===== config.mk =====
export PLATFORM = sky130hd
export DESIGN_NAME = wide_add_seq
export DESIGN_NICKNAME = d
export VERILOG_FILES = /design/src/rtl/wide_add_seq.sv
export SDC_FILE = /design/constraint.sdc
export NUM_CORES = 1
export LEC_CHECK = 0
export CAP_MARGIN = 20
export CORE_UTILIZATION = 50
export CTS_CLUSTER_SIZE = 20
export DETAILED_ROUTE_END_ITERATION = 7
export GPL_TIMING_DRIVEN = 0
export PLACE_DENSITY_LB_ADDON = 0.08
export SYNTH_ARGS = -nofsm -noshare
export SYNTH_HDL_FRONTEND = slang
export SYNTH_SLANG_ARGS = --single-unit

===== constraint.sdc =====
create_clock -name clk -period 5.2 [get_ports clk]
set_input_delay 1.04 -clock clk [delete_from_list [all_inputs] [get_ports clk]]
set_output_delay 1.04 -clock clk [all_outputs]
set_load 0.01 [all_outputs]

===== src/rtl/wide_add_seq.sv =====
// Byte-serial W-bit adder: one 8-bit adder ripples through NBYTES bytes, one per clock.
// Optional macro WIDE_ADD_SEQ_OVF_EN adds a registered two's-complement overflow output (ovf).
module wide_add_seq #(
  parameter int unsigned NBYTES = 4
) (
  input  logic                clk,
  input  logic                reset,
  input  logic                in_valid,
  output logic                in_ready,
  input  logic [8*NBYTES-1:0] a,
  input  logic [8*NBYTES-1:0] b,
  input  logic                cin,
  output logic                out_valid,
  input  logic                out_ready,
  output logic [8*NBYTES-1:0] sum,
  output logic                cout,
  output logic                busy
`ifdef WIDE_ADD_SEQ_OVF_EN
  ,
  output logic                ovf
`endif
);

  localparam int unsigned W    = 8 * NBYTES;
  localparam int unsigned IdxW = (NBYTES > 1) ? $clog2(NBYTES) : 1;
  localparam logic [IdxW-1:0] LastIdx = IdxW'(NBYTES - 1);

  typedef enum logic [1:0] {StIdle, StRun, StDone} state_e;

  state_e          state_q, state_d;
  logic [W-1:0]    a_q, a_d;
  logic [W-1:0]    b_q, b_d;
  logic [W-1:0]    sum_q, sum_d;
  logic            carry_q, carry_d;
  logic            cout_q, cout_d;
  logic [IdxW-1:0] idx_q, idx_d;

  logic [7:0] a_byte, b_byte;
  logic [8:0] add_res;

  // Byte select for the shared adder.
  always_comb begin
    a_byte = '0;
    b_byte = '0;
    for (int unsigned i = 0; i < NBYTES; i++) begin
      if (idx_q == IdxW'(i)) begin
        a_byte = a_q[i*8 +: 8];
        b_byte = b_q[i*8 +: 8];
      end
    end
  end

  assign add_res = {1'b0, a_byte} + {1'b0, b_byte} + {8'b0, carry_q};

`ifdef WIDE_ADD_SEQ_OVF_EN
  logic ovf_q, ovf_d;
  logic byte_ovf;

  // Same-sign operands producing a different-sign result, evaluated on the top byte.
  assign byte_ovf = (a_byte[7] == b_byte[7]) && (add_res[7] != a_byte[7]);
`endif

  always_comb begin
    state_d = state_q;
    a_d     = a_q;
    b_d     = b_q;
    sum_d   = sum_q;
    carry_d = carry_q;
    cout_d  = cout_q;
    idx_d   = idx_q;
`ifdef WIDE_ADD_SEQ_OVF_EN
    ovf_d   = ovf_q;
`endif
    unique case (state_q)
      StIdle: begin
        if (in_valid) begin
          a_d     = a;
          b_d     = b;
          carry_d = cin;
          idx_d   = '0;
          state_d = StRun;
        end
      end
      StRun: begin
        for (int unsigned i = 0; i < NBYTES; i++) begin
          if (idx_q == IdxW'(i)) begin
            sum_d[i*8 +: 8] = add_res[7:0];
          end
        end
        carry_d = add_res[8];
        if (idx_q == LastIdx) begin
          cout_d  = add_res[8];
`ifdef WIDE_ADD_SEQ_OVF_EN
          ovf_d   = byte_ovf;
`endif
          state_d = StDone;
        end else begin
          idx_d = idx_q + 1'b1;
        end
      end
      StDone: begin
        if (out_ready) begin
          state_d = StIdle;
        end
      end
      default: state_d = StIdle;
    endcase
  end

  always_ff @(posedge clk or posedge reset) begin
    if (reset) begin
      state_q <= StIdle;
      a_q     <= '0;
      b_q     <= '0;
      sum_q   <= '0;
      carry_q <= 1'b0;
      cout_q  <= 1'b0;
      idx_q   <= '0;
`ifdef WIDE_ADD_SEQ_OVF_EN
      ovf_q   <= 1'b0;
`endif
    end else begin
      state_q <= state_d;
      a_q     <= a_d;
      b_q     <= b_d;
      sum_q   <= sum_d;
      carry_q <= carry_d;
      cout_q  <= cout_d;
      idx_q   <= idx_d;
`ifdef WIDE_ADD_SEQ_OVF_EN
      ovf_q   <= ovf_d;
`endif
    end
  end

  assign in_ready  = (state_q == StIdle);
  assign out_valid = (state_q == StDone);
  assign busy      = (state_q == StRun) || (state_q == StDone);
  assign sum       = sum_q;
  assign cout      = cout_q;
`ifdef WIDE_ADD_SEQ_OVF_EN
  assign ovf       = ovf_q;
`endif

endmodule


After elaboration in Yosys (flattened, before gate mapping)
Index checks and enable logic that the tools add are counted.
- register bits: 102
- bits of input ports: 69
- output and inout bits: 36
- word-level logic and storage cells: 51
- equality and inequality tests: 9
- add/subtract/negate cells: 3
- multiplexer cells: 17
- reductions and logical operators: 12
- operators with widths (cell ; count):
    8-bit two-way mux ; 8
    2-bit AND reduction ; 6
    2-bit two-way mux ; 5
    8-bit by 8-bit adder with 9-bit output ; 1
    9-bit by 1-bit adder with 9-bit output ; 1
    2-bit == test (second input constant) ; 3
    2-bit inequality test (second input constant) ; 3
    2-bit one-hot mux with 3 select lines ; 1
    3-bit AND reduction ; 2
    2-bit by 1-bit == test with 1-bit output (second input constant) ; 2
    2-bit zero test ; 2
    2-bit one-hot mux with 2 select lines ; 1
    2-bit by 1-bit adder with 2-bit output (second input constant) ; 1
    2-bit by 1-bit inequality test with 1-bit output (second input constant) ; 1
    1-bit one-hot mux with 2 select lines ; 1
    2-bit nonzero test ; 1
    1-bit logical OR ; 1
    1-bit two-way mux ; 1

Logic depth before layout (Yosys ltp)
- word-level depth: 8
- mapped depth: 16
- gate-level depth less buffers: 14

Least setup slack after synthesis
OpenSTA, ideal clock, no wires.
- path kind: register -> register
- start: reg idx_q[1]
- end: reg sum_q[6], in the netlist sum[6]
- arrival time: 2997 ps
- data required time: 5104 ps
- slack: 2108 ps
- stages on the path, launching flop included: 17
- path buffers: 2
- library setup time: 96 ps
- clock period less this slack: 3092 ps
- cells stage by stage: dfrtp_1 > inv_1 > ha_1 > clkbuf_1 > clkbuf_1 > nand2_1 > a21oi_1 > a21oi_1 > nor2_1 > a21oi_1 > fa_1 > fa_1 > nor2b_4 > o31a_4 > o21a_1 > nor3_1 > o31ai_1
- longest elaborated chain between the ends: 7
- elaborated cells on any way between the ends: 15
- those cells by class: add/sub: 2; eq/ne: 3; mux: 8; reduce/logical: 2
- ends and longest elaborated chain (item ; RTL line ; source):
    start, declared ; 36 ; logic [IdxW-1:0] idx_q, idx_d;
    start signal, assigned ; 129 ; idx_q <= idx_d;
    2-bit zero test ; 46, 86 ;
    8-bit two-way mux (4 in a row) ; 46 ; if (idx_q == IdxW'(i)) begin
    8-bit by 8-bit adder with 9-bit output ; 53 ; assign add_res = {1'b0, a_byte} + {1'b0, b_byte} + {8'b0, carry_q};
    9-bit by 1-bit adder with 9-bit output ; 53 ;
    end signal, assigned ; 126 ; sum_q <= sum_d;
    end, declared ; 33 ; logic [W-1:0] sum_q, sum_d;
Several ways; a longest one is shown, not always the timed one.
A chain may end at the register's enable or synchronous reset.

Worst setup path after layout
Same ends and word-level chain as after synthesis.

==> reports/metrics.yaml <==
outcome:
  outcome: "finished clean"
sta:
  relSlewSlack_pct: 57.0
  skew_ns: 0.0139
  fin_setup_tns_ns: 0
  slew_violations: 0
  worst_pin_slew_ns: 0.646
  rsz0062_at_grt: "false"
  period_minus_slack_ns: 3.90
  setup_viol: 0
  hold_viol_final: 0
  max_freq_mhz: 257
  min_period_over_period_pct: 75.0
  whs_ns: 0.483
route:
  vias_per_cell: 5.47
  num_vias: 3702
  routed_wl_um: 10900
  dr.pass1.iters: 5
  postRouteAntennaNets: 0
  remaining_drc_errors: 0
  detail_route.wl_per_cell_um: 16.1
  initialDrtViolationCount: 108
global_routing:
  grt_max_degree: 53
  antenna_found_initial: 0
  grt_pass1_vias: 3676
  grt-ovfl-total: 0
  grt_use_total_pct: 23.8
  grt_pass1_wl_um: 18200
final_layout:
  stdcell_area_sq_um: 6170
  final_nets: 628
  drive_gt1_share_pct: 16.4
  mostFrequentLayoutCells: "clkdlybuf4s50_1, dfrtp_1, mux2_2"
  antenna_cells: 0
  seqCellArea_sq_um: 2550
  final_common_cell: "clkdlybuf4s50_1"
  multiInputGateArea_sq_um: 2080
  fin_cells: 677
  n_fill_cell: 734
  areaGrowthSynthToFinish_pct: 29.4
worst_setup_path:
  path_cells: "inv_1 > ha_1 > clkbuf_1 > clkbuf_1 > a221oi_1 > nor3_1 > a21oi_1 > fa_1 > fa_1 > nor2b_4 > o31a_4 > o21a_1 > o21a_1 > o31ai_1"
  ff2ff_setup_slack_ns: 1.30
  crit_required_ns: 5.43
  cp_slowest_stage_delay_ns: 0.47
  criticalPathCategory: "reg2reg"
  crit_arrival_ns: 4.13
  cp_num_buf_inv: 3
  end_kind: "flip-flop"
  reg2reg_from: "idx_q[1]"
  rr_worst_depth: 14
  start_kind: "flip-flop"
  critPathMaxFanout: 10
  critPathTopFamily: "adder cells"
  reg2reg_to: "sum[6]"
  worst_path_max_delay_cell: "fa_1"
yosys:
  synth_nets: 513
  yosys_warnings: 0
  synth_seq_area_share_pct: 53.5
  synth_area_sq_um: 4770
  yosys_register_bits: 102
  synthFlopType: "dfrtp_1"
  netlist-cell-type-count: 36
  synth_edf_count: 0
  async_flop_share_pct: 100
  synth_area_per_cell_sq_um: 11.1
  netlist_instances: 428
placement:
  gp_congestion: 0.816
  place.port_buffers: 103
  post-dp-hpwl_um: 8370
  dp_cells: 661
  place_area_sq_um: 5990
min_path:
  worstHoldStart: "sum[21]"
  whs_path_depth: 2
  hold_class: "reg2reg"
  min_to: "sum[21]"
clock_network:
  cts_buffer_depth: 2
  root_buffer: "clkbuf_8"
  cts_setup_buffers: 0
  ctsHtreeMaxLevel: 3
  clk_pin_slew_ns: 0.10
  cts_hold_buf: 0
  cts_tree: "done"
  cts_sinks: 102
  cts_buffers: 9
  cts_resized: 0
  clk_latency_ns: 0.37
floorplanning:
  rows: 35
  die_x_um: 99.7
  initial_core_util_pct: 51.6
  die_area_sq_um: 9930
  die_height_um: 99.7
  io_pins: 105
  core_sq_um: 9240
power:
  p_per_area_nw_per_um2: 688
  p_leak_nw: 2.59
  seqPwrFrac_pct: 32.9
  worst_ir_drop_vdd_mv: 0.283
  power_mw: 4.25
  switchingPower_mw: 1.77
  p_int_mw: 2.47
  p_clk_share_pct: 11.1
  p_sw_share_pct: 41.8
  comb_power_share_pct: 56.0
run:
  drv_cap: 0
==> through the flow <==
stage | util, % | setup slack (ns)
detailed placement | 64.8 | 1.38
CTS | 66.8 | 1.34
floorplan | - | 1.48
global route | 66.8 | 1.09
finish | 66.8 | 1.30
global placement | 64.5 | -0.0109
==> per-layer routing <==
layer	vias to the layer above	global-route usage (%)	share of wire, %
li1	1741	-	-
met3	28	3.16	3.6
met4	0	10.9	2.9
met2	109	39.4	49
met5	-	0	0
met1	1824	31.1	44
==> state kept, by name, indices dropped and copies added (netlist names) <==
signal / flops
state_q: 2
cout: 1
carry_q: 1
sum: 32
b_q: 32
idx_q: 2
a_q: 32
==> power by group through the flow <==
stage,Clock [mW],Combinational [mW],Sequential (mW)
detailed placement,0,2.38,1.42
global placement,0,2.31,1.40
finish,0.471,2.38,1.40
CTS,0.479,2.39,1.40
floorplan,0,1.55,1.41
global route,0.516,2.62,1.45
==> synth_stat cells, drive strengths merged, types with 2 or more instances <==
master | number | area, sq um
o21ai | 33 | 165
o21a | 4 | 30.0
buf | 6 | 30.0
o221ai | 2 | 17.5
a21oi | 33 | 169
a211oi | 2 | 15.0
fa | 2 | 40.0
o211ai | 2 | 15.0
ha | 14 | 175
nand2 | 63 | 236
a22oi | 6 | 45.0
xor2 | 2 | 17.5
nand2b | 3 | 18.8
nor2 | 13 | 48.8
nand3b | 9 | 67.6
o31ai | 16 | 120
clkbuf | 19 | 71.3
dfrtp | 102 | 2550
nor2b | 6 | 45.0
mux2 | 64 | 721
nor3 | 5 | 25.0
inv | 9 | 33.8
a221oi | 2 | 17.5
==> how the worst max path moves through the flow <==
| stage | start | cells past startpoint | endpoint | slack [ns] |
|---|---|---|---|---|
| final | idx_q[1] | 14 | sum[6] | 1.30 |
| after global routing | idx_q[1] | 14 | sum[14] | 1.09 |
| after CTS | idx_q[1] | 14 | sum[6] | 1.34 |
| after detailed placement | idx_q[1] | 14 | sum[6] | 1.38 |
| after global placement | reset | 2 | a_q[13] | -0.01 |
| after floorplan | reset | 1 | a_q[0] | 1.48 |
==> cell families after synthesis <==
family	count (synthesis)	share of synthesized area, %
and+or+nand+nor	102	9.65
muxes	65	15.3
xor gates and xnor gates	2	0.367
adders and majority gates	16	4.51
buffers and inverters	34	2.83
AOI/OAI and AO/OA	107	13.8
DFF	102	53.5
==> area by class of cell <==
cell class	instances	area share (%)
sequential	102	41.3
multi-input combinational	292	33.7
timing repair buffer	104	17.1
tap	129	2.61
clock buffer	11	2.29
buffer	25	1.64
clock inverter	5	0.649
inverter	9	0.588
==> tightest hold or removal path: cells and delay by family (launching register included) <==
family	cells	cell delay (ns)
simple gates	1	0.05
compound gates	1	0.05
flops	1	0.35
No activity file was read; power rests on OpenSTA's default activity.
